$ cat src/rtl/shift_exec_stage_pkg.sv
// Shared definitions for the KGP_miniRISC execute-stage shift unit.
// Covers funct codes, shifter drive encodings and skid-buffer occupancy states.
package kgp_defs;

  localparam int unsigned KGP_DATA_W  = 32;
  localparam int unsigned KGP_SHAMT_W = 5;
  localparam int unsigned KGP_REG_W   = 5;

  localparam logic [2:0] F_SHLL  = 3'b000;
  localparam logic [2:0] F_SHRL  = 3'b001;
  localparam logic [2:0] F_SHRA  = 3'b010;
  localparam logic [2:0] F_SHLLV = 3'b100;
  localparam logic [2:0] F_SHRLV = 3'b101;
  localparam logic [2:0] F_SHRAV = 3'b110;

  typedef enum logic {
    DRXN_LEFT  = 1'b0,
    DRXN_RIGHT = 1'b1
  } drxn_e;

  typedef enum logic {
    TYPE_LOGIC = 1'b0,
    TYPE_ARITH = 1'b1
  } shtype_e;

  typedef enum logic [1:0] {
    S_EMPTY = 2'd0,
    S_ONE   = 2'd1,
    S_FULL  = 2'd2
  } state_e;

  // One buffered result: shifted value, destination tag, illegal-op flag
  typedef struct packed {
    logic [KGP_DATA_W-1:0] data;
    logic [KGP_REG_W-1:0]  rd;
    logic                  ill;
  } res_t;

endpackage

$ cat src/rtl/shift_exec_stage_if.sv
// ID->EX->MEM handshake bundle for the shift execute stage.
// slave is the stage's view; master is the surrounding pipeline's view.
interface shift_exec_stage_if;

  logic                                in_valid;
  logic                                in_ready;
  logic [2:0]                          in_funct;
  logic [kgp_defs::KGP_DATA_W-1:0]     in_rs;
  logic [kgp_defs::KGP_DATA_W-1:0]     in_rt;
  logic [kgp_defs::KGP_SHAMT_W-1:0]    in_shamt;
  logic [kgp_defs::KGP_REG_W-1:0]      in_rd;
  logic                                out_valid;
  logic                                out_ready;
  logic [kgp_defs::KGP_DATA_W-1:0]     out_data;
  logic [kgp_defs::KGP_REG_W-1:0]      out_rd;
  logic                                out_ill;

  modport slave (
    input  in_valid, in_funct, in_rs, in_rt, in_shamt, in_rd, out_ready,
    output in_ready, out_valid, out_data, out_rd, out_ill
  );

  modport master (
    output in_valid, in_funct, in_rs, in_rt, in_shamt, in_rd, out_ready,
    input  in_ready, out_valid, out_data, out_rd, out_ill
  );

endinterface

$ cat src/rtl/shift_exec_stage_shifter.sv
// Combinational 32-bit barrel shifter: left/right, logical/arithmetic.
// Amount 0 passes A through unchanged in every mode.
module shifter
  import kgp_defs::*;
(
  input  logic [KGP_DATA_W-1:0]  A,
  input  logic [KGP_SHAMT_W-1:0] shamt,
  input  drxn_e                  drxn,
  input  shtype_e                typ,
  output logic [KGP_DATA_W-1:0]  out
);

  always_comb begin
    out = A;
    if (drxn == DRXN_LEFT) begin
      out = A << shamt;
    end else if (typ == TYPE_ARITH) begin
      out = $unsigned($signed(A) >>> shamt);
    end else begin
      out = A >> shamt;
    end
  end

endmodule

$ cat src/rtl/shift_exec_stage.sv
// Execute-stage shift unit: decodes the shift op, shifts on the accept cycle and
// buffers results in a 2-entry skid (main drives outputs, skid sits behind it).
module shift_exec_stage
  import kgp_defs::*;
#(
  parameter int unsigned DATA_W  = 32,
  parameter int unsigned SHAMT_W = 5
) (
  input  logic               clk,
  input  logic               rst,
  input  logic               flush,
  shift_exec_stage_if.slave  bus
);

  if (DATA_W != 32 || SHAMT_W != 5) begin : g_bad_param
    $error("shift_exec_stage supports only DATA_W=32, SHAMT_W=5");
  end

  state_e             r_state;
  state_e             w_state_nx;
  logic               r_in_ready;
  res_t               r_main;
  res_t               r_skid;
  res_t               w_new;

  logic               w_accept;
  logic               w_drain;
  logic               w_ld_main_in;
  logic               w_ld_main_skid;
  logic               w_ld_skid;

  logic               w_legal;
  drxn_e              w_drxn;
  shtype_e            w_type;
  logic [SHAMT_W-1:0] w_amt;
  logic [DATA_W-1:0]  w_shift_out;
  logic               w_unused_rt;

  assign w_unused_rt = ^bus.in_rt[DATA_W-1:SHAMT_W];

  // funct[2] picks the amount source; funct[1:0] picks the shift kind
  always_comb begin
    w_legal = 1'b1;
    w_drxn  = DRXN_LEFT;
    w_type  = TYPE_LOGIC;
    w_amt   = bus.in_shamt;
    case (bus.in_funct)
      F_SHLL:  ;
      F_SHRL:  w_drxn = DRXN_RIGHT;
      F_SHRA:  begin w_drxn = DRXN_RIGHT; w_type = TYPE_ARITH; end
      F_SHLLV: w_amt = bus.in_rt[SHAMT_W-1:0];
      F_SHRLV: begin w_drxn = DRXN_RIGHT; w_amt = bus.in_rt[SHAMT_W-1:0]; end
      F_SHRAV: begin
        w_drxn = DRXN_RIGHT;
        w_type = TYPE_ARITH;
        w_amt  = bus.in_rt[SHAMT_W-1:0];
      end
      default: w_legal = 1'b0;
    endcase
  end

  shifter u_shifter (
    .A     (bus.in_rs),
    .shamt (w_amt),
    .drxn  (w_drxn),
    .typ   (w_type),
    .out   (w_shift_out)
  );

  always_comb begin
    w_new.data = w_legal ? w_shift_out : '0;
    w_new.rd   = bus.in_rd;
    w_new.ill  = ~w_legal;
  end

  assign bus.out_valid = (r_state != S_EMPTY);
  assign bus.in_ready  = r_in_ready;
  assign bus.out_data  = r_main.data;
  assign bus.out_rd    = r_main.rd;
  assign bus.out_ill   = r_main.ill;

  assign w_accept = bus.in_valid & r_in_ready & ~flush;
  assign w_drain  = bus.out_valid & bus.out_ready;

  always_comb begin
    w_state_nx     = r_state;
    w_ld_main_in   = 1'b0;
    w_ld_main_skid = 1'b0;
    w_ld_skid      = 1'b0;
    case (r_state)
      S_EMPTY: begin
        if (w_accept) begin
          w_state_nx   = S_ONE;
          w_ld_main_in = 1'b1;
        end
      end
      S_ONE: begin
        if (w_accept && !w_drain) begin
          w_state_nx = S_FULL;
          w_ld_skid  = 1'b1;
        end else if (w_accept && w_drain) begin
          w_ld_main_in = 1'b1;
        end else if (w_drain) begin
          w_state_nx = S_EMPTY;
        end
      end
      S_FULL: begin
        if (w_drain) begin
          w_state_nx     = S_ONE;
          w_ld_main_skid = 1'b1;
        end
      end
      default: w_state_nx = S_EMPTY;
    endcase
    if (flush) begin
      w_state_nx     = S_EMPTY;
      w_ld_main_in   = 1'b0;
      w_ld_main_skid = 1'b0;
      w_ld_skid      = 1'b0;
    end
  end

  // in_ready is registered from the next state so it never depends on in_valid
  always_ff @(posedge clk) begin
    if (rst) begin
      r_state    <= S_EMPTY;
      r_in_ready <= 1'b1;
      r_main     <= '0;
      r_skid     <= '0;
    end else begin
      r_state    <= w_state_nx;
      r_in_ready <= (w_state_nx != S_FULL);
      if (w_ld_main_in) begin
        r_main <= w_new;
      end else if (w_ld_main_skid) begin
        r_main <= r_skid;
      end
      if (w_ld_skid) begin
        r_skid <= w_new;
      end
    end
  end

endmodule

$ cat src/flat_wrapper.sv
// flat-port wrapper written by rule: the top's interface ports become plain ports
module shift_exec_stage_flat import kgp_defs::*;
#(
  parameter int unsigned DATA_W  = 32,
  parameter int unsigned SHAMT_W = 5
)
  (clk, rst, flush, bus_in_valid, bus_in_funct, bus_in_rs, bus_in_rt, bus_in_shamt, bus_in_rd, bus_out_ready, bus_in_ready, bus_out_valid, bus_out_data, bus_out_rd, bus_out_ill);
  shift_exec_stage_if bus_i ();
  input  logic clk;
  input  logic rst;
  input  logic flush;
  input wire logic [$bits(bus_i.in_valid)-1:0] bus_in_valid;
  input wire logic [$bits(bus_i.in_funct)-1:0] bus_in_funct;
  input wire logic [$bits(bus_i.in_rs)-1:0] bus_in_rs;
  input wire logic [$bits(bus_i.in_rt)-1:0] bus_in_rt;
  input wire logic [$bits(bus_i.in_shamt)-1:0] bus_in_shamt;
  input wire logic [$bits(bus_i.in_rd)-1:0] bus_in_rd;
  input wire logic [$bits(bus_i.out_ready)-1:0] bus_out_ready;
  output wire logic [$bits(bus_i.in_ready)-1:0] bus_in_ready;
  output wire logic [$bits(bus_i.out_valid)-1:0] bus_out_valid;
  output wire logic [$bits(bus_i.out_data)-1:0] bus_out_data;
  output wire logic [$bits(bus_i.out_rd)-1:0] bus_out_rd;
  output wire logic [$bits(bus_i.out_ill)-1:0] bus_out_ill;
  assign bus_i.in_valid = bus_in_valid;
  assign bus_i.in_funct = bus_in_funct;
  assign bus_i.in_rs = bus_in_rs;
  assign bus_i.in_rt = bus_in_rt;
  assign bus_i.in_shamt = bus_in_shamt;
  assign bus_i.in_rd = bus_in_rd;
  assign bus_i.out_ready = bus_out_ready;
  assign bus_in_ready = bus_i.in_ready;
  assign bus_out_valid = bus_i.out_valid;
  assign bus_out_data = bus_i.out_data;
  assign bus_out_rd = bus_i.out_rd;
  assign bus_out_ill = bus_i.out_ill;
  shift_exec_stage #(.DATA_W(DATA_W), .SHAMT_W(SHAMT_W)) u_core (.clk(clk), .rst(rst), .flush(flush), .bus(bus_i));
endmodule
$ cat config.mk
export PLATFORM = sky130hd
export DESIGN_NAME = shift_exec_stage_flat
export DESIGN_NICKNAME = d
export VERILOG_FILES = /design/src/rtl/shift_exec_stage_pkg.sv /design/src/rtl/shift_exec_stage_if.sv /design/src/rtl/shift_exec_stage_shifter.sv /design/src/rtl/shift_exec_stage.sv /design/src/flat_wrapper.sv
export SDC_FILE = /design/constraint.sdc
export NUM_CORES = 1
export LEC_CHECK = 0
export CORE_UTILIZATION = 55
export CTS_BUF_LIST = sky130_fd_sc_hd__clkbuf_8
export DETAILED_ROUTE_END_ITERATION = 6
export GPL_TIMING_DRIVEN = 0
export PLACE_DENSITY_LB_ADDON = 0.12
export REMOVE_ABC_BUFFERS = 1
export SLEW_MARGIN = 20
export SYNTH_ARGS = -nofsm -noshare
export SYNTH_HDL_FRONTEND = slang
export SYNTH_SLANG_ARGS = --single-unit
$ cat constraint.sdc
create_clock -name clk -period 5.9 [get_ports clk]
set_input_delay 1.18 -clock clk [delete_from_list [all_inputs] [get_ports clk]]
set_output_delay 1.18 -clock clk [all_outputs]
set_load 0.1 [all_outputs]
==> results of run 1 <==
==> worst max-delay path: cells and delay by family <==
| family | cells | cell delay [ns] |
|---|---|---|
| compound gates | 4 | 2.29 |
| simple gates | 1 | 0.20 |
| buf+inv | 3 | 1.34 |
| mux | 2 | 0.81 |
==> power groups by stage <==
stage | Combinational (mW) | Sequential (mW) | Clock [mW]
final | 0.967 | 0.561 | 0.391
after global routing | 0.993 | 0.563 | 0.420
after CTS | 0.920 | 0.561 | 0.395
after detailed placement | 0.918 | 0.574 | 0
after global placement | 0.881 | 0.572 | 0
after floorplan | 0.449 | 0.689 | 0
==> cell families (layout without fill, tap and decap cells) <==
logic type,Yosys count,count (layout),synth area share (%)
other,0,1,0
flip-flops,79,79,20.20
buffers and inverters,99,130,5.770
AO/OA/AOI/OAI,355,355,30.88
AND/OR/NAND/NOR,386,386,21.82
multiplexers,137,137,21.32
==> path summary, 6_finish.rpt <==
kind	from	to	slack, ns
setup / recovery	bus_in_funct[1]	u_core.r_skid[23]$_SDFFE_PP0P_	0.25
hold / removal	u_core.r_skid[35]$_SDFFE_PP0P_	u_core.r_skid[35]$_SDFFE_PP0P_	0.46
setup reg to reg	u_core.bus.in_ready$_SDFF_PP1_	u_core.bus.out_data[30]$_SDFFE_PP0P_	3.35
hold reg to reg	u_core.r_skid[35]$_SDFFE_PP0P_	u_core.r_skid[35]$_SDFFE_PP0P_	0.46
==> cell usage after synthesis, types with 6 or more instances <==
master | number | share of area [%]
a211oi_1 | 39 | 3.7
a21oi_1 | 85 | 5.4
a221oi_1 | 12 | 1.3
a22oi_1 | 22 | 2.1
a311oi_1 | 8 | 0.90
a31o_2 | 13 | 1.5
a31oi_1 | 26 | 2.1
a32oi_1 | 13 | 1.5
and3_1 | 8 | 0.64
buf_1 | 11 | 0.53
buf_2 | 18 | 1.2
clkbuf_1 | 56 | 2.7
dfxtp_1 | 79 | 20
mux2_2 | 17 | 2.4
mux2i_1 | 96 | 12
mux4_2 | 20 | 5.8
nand2_1 | 176 | 8.4
nand2b_1 | 21 | 1.7
nand3_1 | 18 | 1.2
nand3b_1 | 6 | 0.58
nor2_1 | 89 | 4.3
nor2b_1 | 7 | 0.56
nor3_1 | 34 | 2.2
o211ai_1 | 9 | 0.86
o21ai_0 | 43 | 2.7
o221ai_1 | 6 | 0.67
o22ai_1 | 22 | 1.8
o2bb2ai_1 | 6 | 0.67
o31ai_1 | 11 | 1.1
or2_2 | 8 | 0.64
==> cells in the final DEF, fill, tap and decap left out, types with 7 or more instances in the layout <==
| master | Yosys | routed |
|---|---|---|
| a211oi_1 | 39 | 39 |
| a21oi_1 | 85 | 85 |
| a221oi_1 | 12 | 12 |
| a22oi_1 | 22 | 22 |
| a311oi_1 | 8 | 8 |
| a31o_2 | 13 | 13 |
| a31oi_1 | 26 | 26 |
| a32oi_1 | 13 | 13 |
| and3_1 | 8 | 7 |
| buf_16 | 0 | 8 |
| clkbuf_8 | 0 | 10 |
| clkdlybuf4s50_1 | 0 | 93 |
| dfxtp_1 | 79 | 79 |
| mux2_2 | 17 | 16 |
| mux2i_1 | 96 | 89 |
| mux4_2 | 20 | 20 |
| nand2_1 | 176 | 176 |
| nand2b_1 | 21 | 21 |
| nand3_1 | 18 | 18 |
| nor2_1 | 89 | 88 |
| nor3_1 | 34 | 32 |
| o211ai_1 | 9 | 9 |
| o21ai_0 | 43 | 43 |
| o22ai_1 | 22 | 22 |
| o31ai_1 | 11 | 11 |
| or2_2 | 8 | 8 |
==> stage by stage <==
stage                     setup WS (ns)  setup TNS (ns)
after detailed placement        0.06771               0
after global routing             0.1101               0
after CTS                        0.4439               0
final                            0.2522               0
after global placement           -5.011         -249.14
after floorplan                 -0.8206          -27.66
==> state kept, by name, indices dropped and copies added, names as in the netlist <==
| register | count |
|---|---|
| u_core.r_state | 2 |
| u_core.bus.in_ready | 1 |
| u_core.bus.out_rd | 5 |
| u_core.bus.out_data | 32 |
| u_core.r_skid | 38 |
| u_core.bus.out_ill | 1 |
==> final cells by class <==
class / instances / area share [%]
multi-input combinational: 878 / 64.32
sequential: 79 / 17.28
clock buffer: 10 / 1.504
antenna: 1 / 0.02734
inverter: 3 / 0.1230
clock inverter: 6 / 0.5742
timing repair buffer: 111 / 13.71
tap: 180 / 2.461
==> metal layers <==
metal	track usage [%]	vias up	routed length, µm
met3	11.14	170	4153
li1	-	4073	-
met2	67.40	756	14340
met4	24.92	2	2209
met5	0	-	13
met1	59.51	4381	12950
==> flow_metrics.env, run 1 <==
export IMPL_avgRoutedWirePerCell_um=26.55
export IMPL_drive_above_1_share_pct=10.58
export IMPL_die_h_um=121.3
export IMPL_p_per_area_nw_per_um2=209.6
export IMPL_r2r_cells=6
export IMPL_core_um2=13880
export IMPL_grt_pass1_wl_um=50310
export IMPL_p_clk_share_pct=20.4
export IMPL_n_fill_cell=1155
export IMPL_yosysSeqAreaShare_pct=20.20
export IMPL_dieArea_um2=14710
export IMPL_hold_depth=2
export IMPL_combPwrFrac_pct=50.4
export IMPL_grt_max_degree=51
export IMPL_power_leakage_nw=3.251
export IMPL_required_ns=6.14
export IMPL_fmax_ghz=0.1771
export IMPL_min_path_type="flop to flop"
export IMPL_multi_input_area_um2=5887
export IMPL_final_seq_area_um2=1582
export IMPL_cts_tree="yes"
export IMPL_grt_remaining_overflow=0
export IMPL_arrival_ns=5.88
export IMPL_critPathLaunchType="input pin"
export IMPL_rsz0062_at_grt="false"
export IMPL_async_flop_share_pct=0
export IMPL_total_power_mw=1.918
export IMPL_nNetsFinal=1164
export IMPL_pwr_share_seq_pct=29.2
export IMPL_fin_area_um2=9153
export IMPL_avgSynthCellArea_um2=7.412
export IMPL_clockBufferDepth=2
export IMPL_grt_pass1_vias=8429
export IMPL_antenna_found_initial=2
export IMPL_clk_pin_slew_ns=0.09
export IMPL_ir_drop_mv=0.1396
export IMPL_switchingPower_mw=0.8849
export IMPL_clock_sinks=79
export IMPL_synth_edf_count=0
export IMPL_hpwl_um=24900
export IMPL_finalCritPeriodShare_pct=95.73
export IMPL_instances_no_fill=1268
export IMPL_post_cts_resized=0
export IMPL_drt_initial_drc_count=1293
export IMPL_netSwitchingFraction_pct=46.13
export IMPL_cpPeakStageDelay_ns=1.01
export IMPL_worstSkewPairLatency_ns=0.37
export IMPL_grt_usage_pct=45.27
export IMPL_cts_made_buffers=9
export IMPL_place_congestion=1.046
export IMPL_worst_pin_slew_ns=1.266
export IMPL_dr_pass1_iters=6
export IMPL_ctsHoldBuffers=0
export IMPL_finalSetupViolCount=0
export IMPL_end_kind="flop"
export IMPL_ys_warn_count=0
export IMPL_hold_viol_final=0
export IMPL_ant_nets=0
export IMPL_synth_cells=1056
export IMPL_cap_violations=0
export IMPL_num_io_pins=122
export IMPL_synth_cell_types=66
export IMPL_period_needed_ns=5.648
export IMPL_cp_max_fo=30
export IMPL_path_class="input pin to flop"
export IMPL_ys_flop_type="dfxtp_1"
export IMPL_final_max_slew_viol_count=0
export IMPL_drc=0
export IMPL_dpl_instance_area_um2=8952
export IMPL_finClkSkew_ns=0.01230
export IMPL_vias_per_cell=7.399
export IMPL_place_inst=1251
export IMPL_syn_area_um2=7828
export IMPL_vias=9382
export IMPL_p_int_mw=1.033
export IMPL_die_x_um=121.3
export IMPL_outcome="completed"
export IMPL_port_buffers=94
export IMPL_start_util_pct=56.39
export IMPL_wl_um=33670
export IMPL_placementRows=43
export IMPL_synth_seq_cells=79
export IMPL_slew_headroom_pct=15.32
export IMPL_syn2layout_area_growth_pct=16.93
export IMPL_post_cts_buffers=0
export IMPL_utilization_pct=65.94
export IMPL_h_tree_depth=3
export IMPL_timing_hold_ws_ns=0.4593
export IMPL_cts_root_buf="clkbuf_8"
export IMPL_slowest_stage="a222oi_1"
export IMPL_crit_chain="clkdlybuf4s50_1 -> a21bo_4 -> mux2i_4 -> buf_16 -> buf_16 -> nor2_1 -> a222oi_1 -> mux2i_1 -> a211oi_1 -> a211oi_1"
Note: power is estimated with default switching activity, not from simulation.
==> run 2, diff against run 1 <==
Settings changed: TNS_END_PERCENT from default to 10.
==> results of run 2 <==
The final DEF is identical to that of run 1; final timing and power are the same.
==> run 3, diff against run 2 <==
--- a/config.mk
+++ b/config.mk
@@ -6,6 +6,8 @@
 export NUM_CORES = 1
 export LEC_CHECK = 0
+export CAP_MARGIN = 20
 export CORE_UTILIZATION = 55
 export CTS_BUF_LIST = sky130_fd_sc_hd__clkbuf_8
+export CTS_CLUSTER_DIAMETER = 50
 export DETAILED_ROUTE_END_ITERATION = 6
 export GPL_TIMING_DRIVEN = 0
==> constraint.sdc (replaced) <==
create_clock -name clk -period 5.9 [get_ports clk]
set_input_delay 1.475 -clock clk [delete_from_list [all_inputs] [get_ports clk]]
set_output_delay 1.475 -clock clk [all_outputs]
set_load 0.1 [all_outputs]
==> run 3 against run 2 <==
Largest cell class unchanged. Setup slack lost 0.015 ns. Highest routed layer is now met4. Hold slack worse by 0.0071 ns. Count of clock-buffer cells in the layout unchanged. Clock power is 1% higher.
==> flow_metrics.env, run 3 (synthesis gave the netlist of run 1 again) <==
export IMPL_outcome="completed"
export IMPL_core_um2=13880
export IMPL_final_seq_area_um2=1582
export IMPL_final_max_slew_viol_count=0
export IMPL_rsz0062_at_grt="false"
export IMPL_h_tree_depth=3
export IMPL_wl_um=33630
export IMPL_arrival_ns=5.89
export IMPL_hold_viol_final=0
export IMPL_drc=0
export IMPL_vias=9321
export IMPL_clk_pin_slew_ns=0.09
export IMPL_diodes=0
export IMPL_finClkSkew_ns=0.01539
export IMPL_hold_depth=2
export IMPL_period_needed_ns=5.663
export IMPL_slew_headroom_pct=23.61
export IMPL_syn2layout_area_growth_pct=17.09
export IMPL_grt_remaining_overflow=0
export IMPL_path_class="input pin to flop"
export IMPL_antenna_found_initial=0
export IMPL_layout_commonest_cell="nand2_1"
export IMPL_cp_max_fo=50
export IMPL_largest_register_ffs=38
export IMPL_dr_pass1_iters=7
export IMPL_total_power_mw=1.925
export IMPL_drt_initial_drc_count=1320
export IMPL_cts_tree="yes"
export IMPL_dp_slack_ns=-0.2119
export IMPL_grt_pass1_wl_um=50110
export IMPL_finalCritPeriodShare_pct=95.98
export IMPL_place_inst=1252
export IMPL_clock_sinks=79
export IMPL_hpwl_um=25080
export IMPL_setup_ws_ns=0.2372
export IMPL_layout_common_cells="nand2_1 (176), clkdlybuf4s50_1 (93), mux2i_1 (89), nor2_1 (88), a21oi_1 (85)"
export IMPL_port_buffers=94
export IMPL_power_leakage_nw=3.260
export IMPL_ir_drop_mv=0.1326
export IMPL_finalSetupViolCount=0
export IMPL_worstSkewPairLatency_ns=0.37
export IMPL_instances_no_fill=1269
export IMPL_n_fill_cell=1152
export IMPL_post_cts_resized=0
export IMPL_num_io_pins=122
export IMPL_drive_above_1_share_pct=10.74
export IMPL_min_path_type="flop to flop"
export IMPL_multi_input_area_um2=5887
export IMPL_end_kind="flop"
export IMPL_place_congestion=1.046
export IMPL_start_util_pct=56.39
export IMPL_critPathLaunchType="input pin"
export IMPL_grt_usage_pct=45.13
export IMPL_grt_pass1_vias=8374
export IMPL_fmax_ghz=0.1766
export IMPL_p_per_area_nw_per_um2=210.0
export IMPL_avgRoutedWirePerCell_um=26.50
export IMPL_vias_per_cell=7.345
export IMPL_grt_max_degree=51
export IMPL_ctsHoldBuffers=0
export IMPL_cts_made_buffers=9
export IMPL_worst_pin_slew_ns=1.142
export IMPL_r2r_cells=6
export IMPL_placementRows=43
export IMPL_required_ns=6.13
export IMPL_dieArea_um2=14710
export IMPL_cts_root_buf="clkbuf_8"
export IMPL_nNetsFinal=1166
export IMPL_die_x_um=121.3
export IMPL_cap_violations=0
export IMPL_clockBufferDepth=2
export IMPL_die_h_um=121.3
export IMPL_top_register="u_core.r_skid"
export IMPL_ant_nets=0
run 3: changes by cell type in the layout (fill, tap and decap cells not counted):
cell / delta
buf_4: +2
diode_2: -1
run 3: worst max-delay path: stages:
cell,delay [ns]
clkdlybuf4s50_1,0.94
a21bo_4,0.62
mux2_4,0.73
mux2i_1,0.34
o21ai_0,0.16
mux2i_1,0.71
o22ai_1,0.15
nor3_1,0.56
o31ai_1,0.13
run 3: area by class of cell:
class	instances	share of cell area [%]
clock buffer	10	1.502
inverter	3	0.1229
sequential	79	17.26
clock inverter	6	0.5734
timing repair buffer	113	13.86
tap	180	2.457
multi-input combinational	878	64.23
run 3: per-layer routing:
layer / routed length [µm] / track usage [%]
met2: 14560 / 68.36
met5: 0 / 0
met3: 4014 / 11.84
met4: 2111 / 24.31
met1: 12950 / 58.11
run 3: repair_timing:
action / in CTS / in global routing
setup endpoints to repair: 0 / 4
setup buffers: 0 / 1
hold endpoints to repair: 0 / 0
run 3: worst paths after layout:
| check | slack, ns | from | endpoint |
|---|---|---|---|
| worst max-delay path | 0.24 | bus_in_funct[0] | u_core.bus.out_data[30]$_SDFFE_PP0P_ |
| worst min-delay path | 0.45 | u_core.r_skid[22]$_SDFFE_PP0P_ | u_core.r_skid[22]$_SDFFE_PP0P_ |
| worst max register to register | 3.35 | u_core.bus.in_ready$_SDFF_PP1_ | u_core.bus.out_data[30]$_SDFFE_PP0P_ |
| worst min register to register | 0.45 | u_core.r_skid[22]$_SDFFE_PP0P_ | u_core.r_skid[22]$_SDFFE_PP0P_ |
run 3: where the power goes:
| part | internal, mW | leakage [nW] | switching [mW] |
|---|---|---|---|
| Sequential | 0.551 | 0.642 | 0.00980 |
| Clock | 0.171 | 0.0914 | 0.225 |
| Combinational | 0.313 | 2.53 | 0.654 |
run 3: stage by stage:
step                      area (µm²)  TNS, ns  hold WS, ns  util, %
after floorplan                 7387   -46.54       0.4154        -
after global placement          8553  -268.93       0.4295    61.62
after detailed placement        8960   -1.829       0.4401    64.55
after CTS                       9150        0       0.4510    65.92
after global routing            9165        0       0.4746    66.03
final                           9165        0       0.4522    66.03
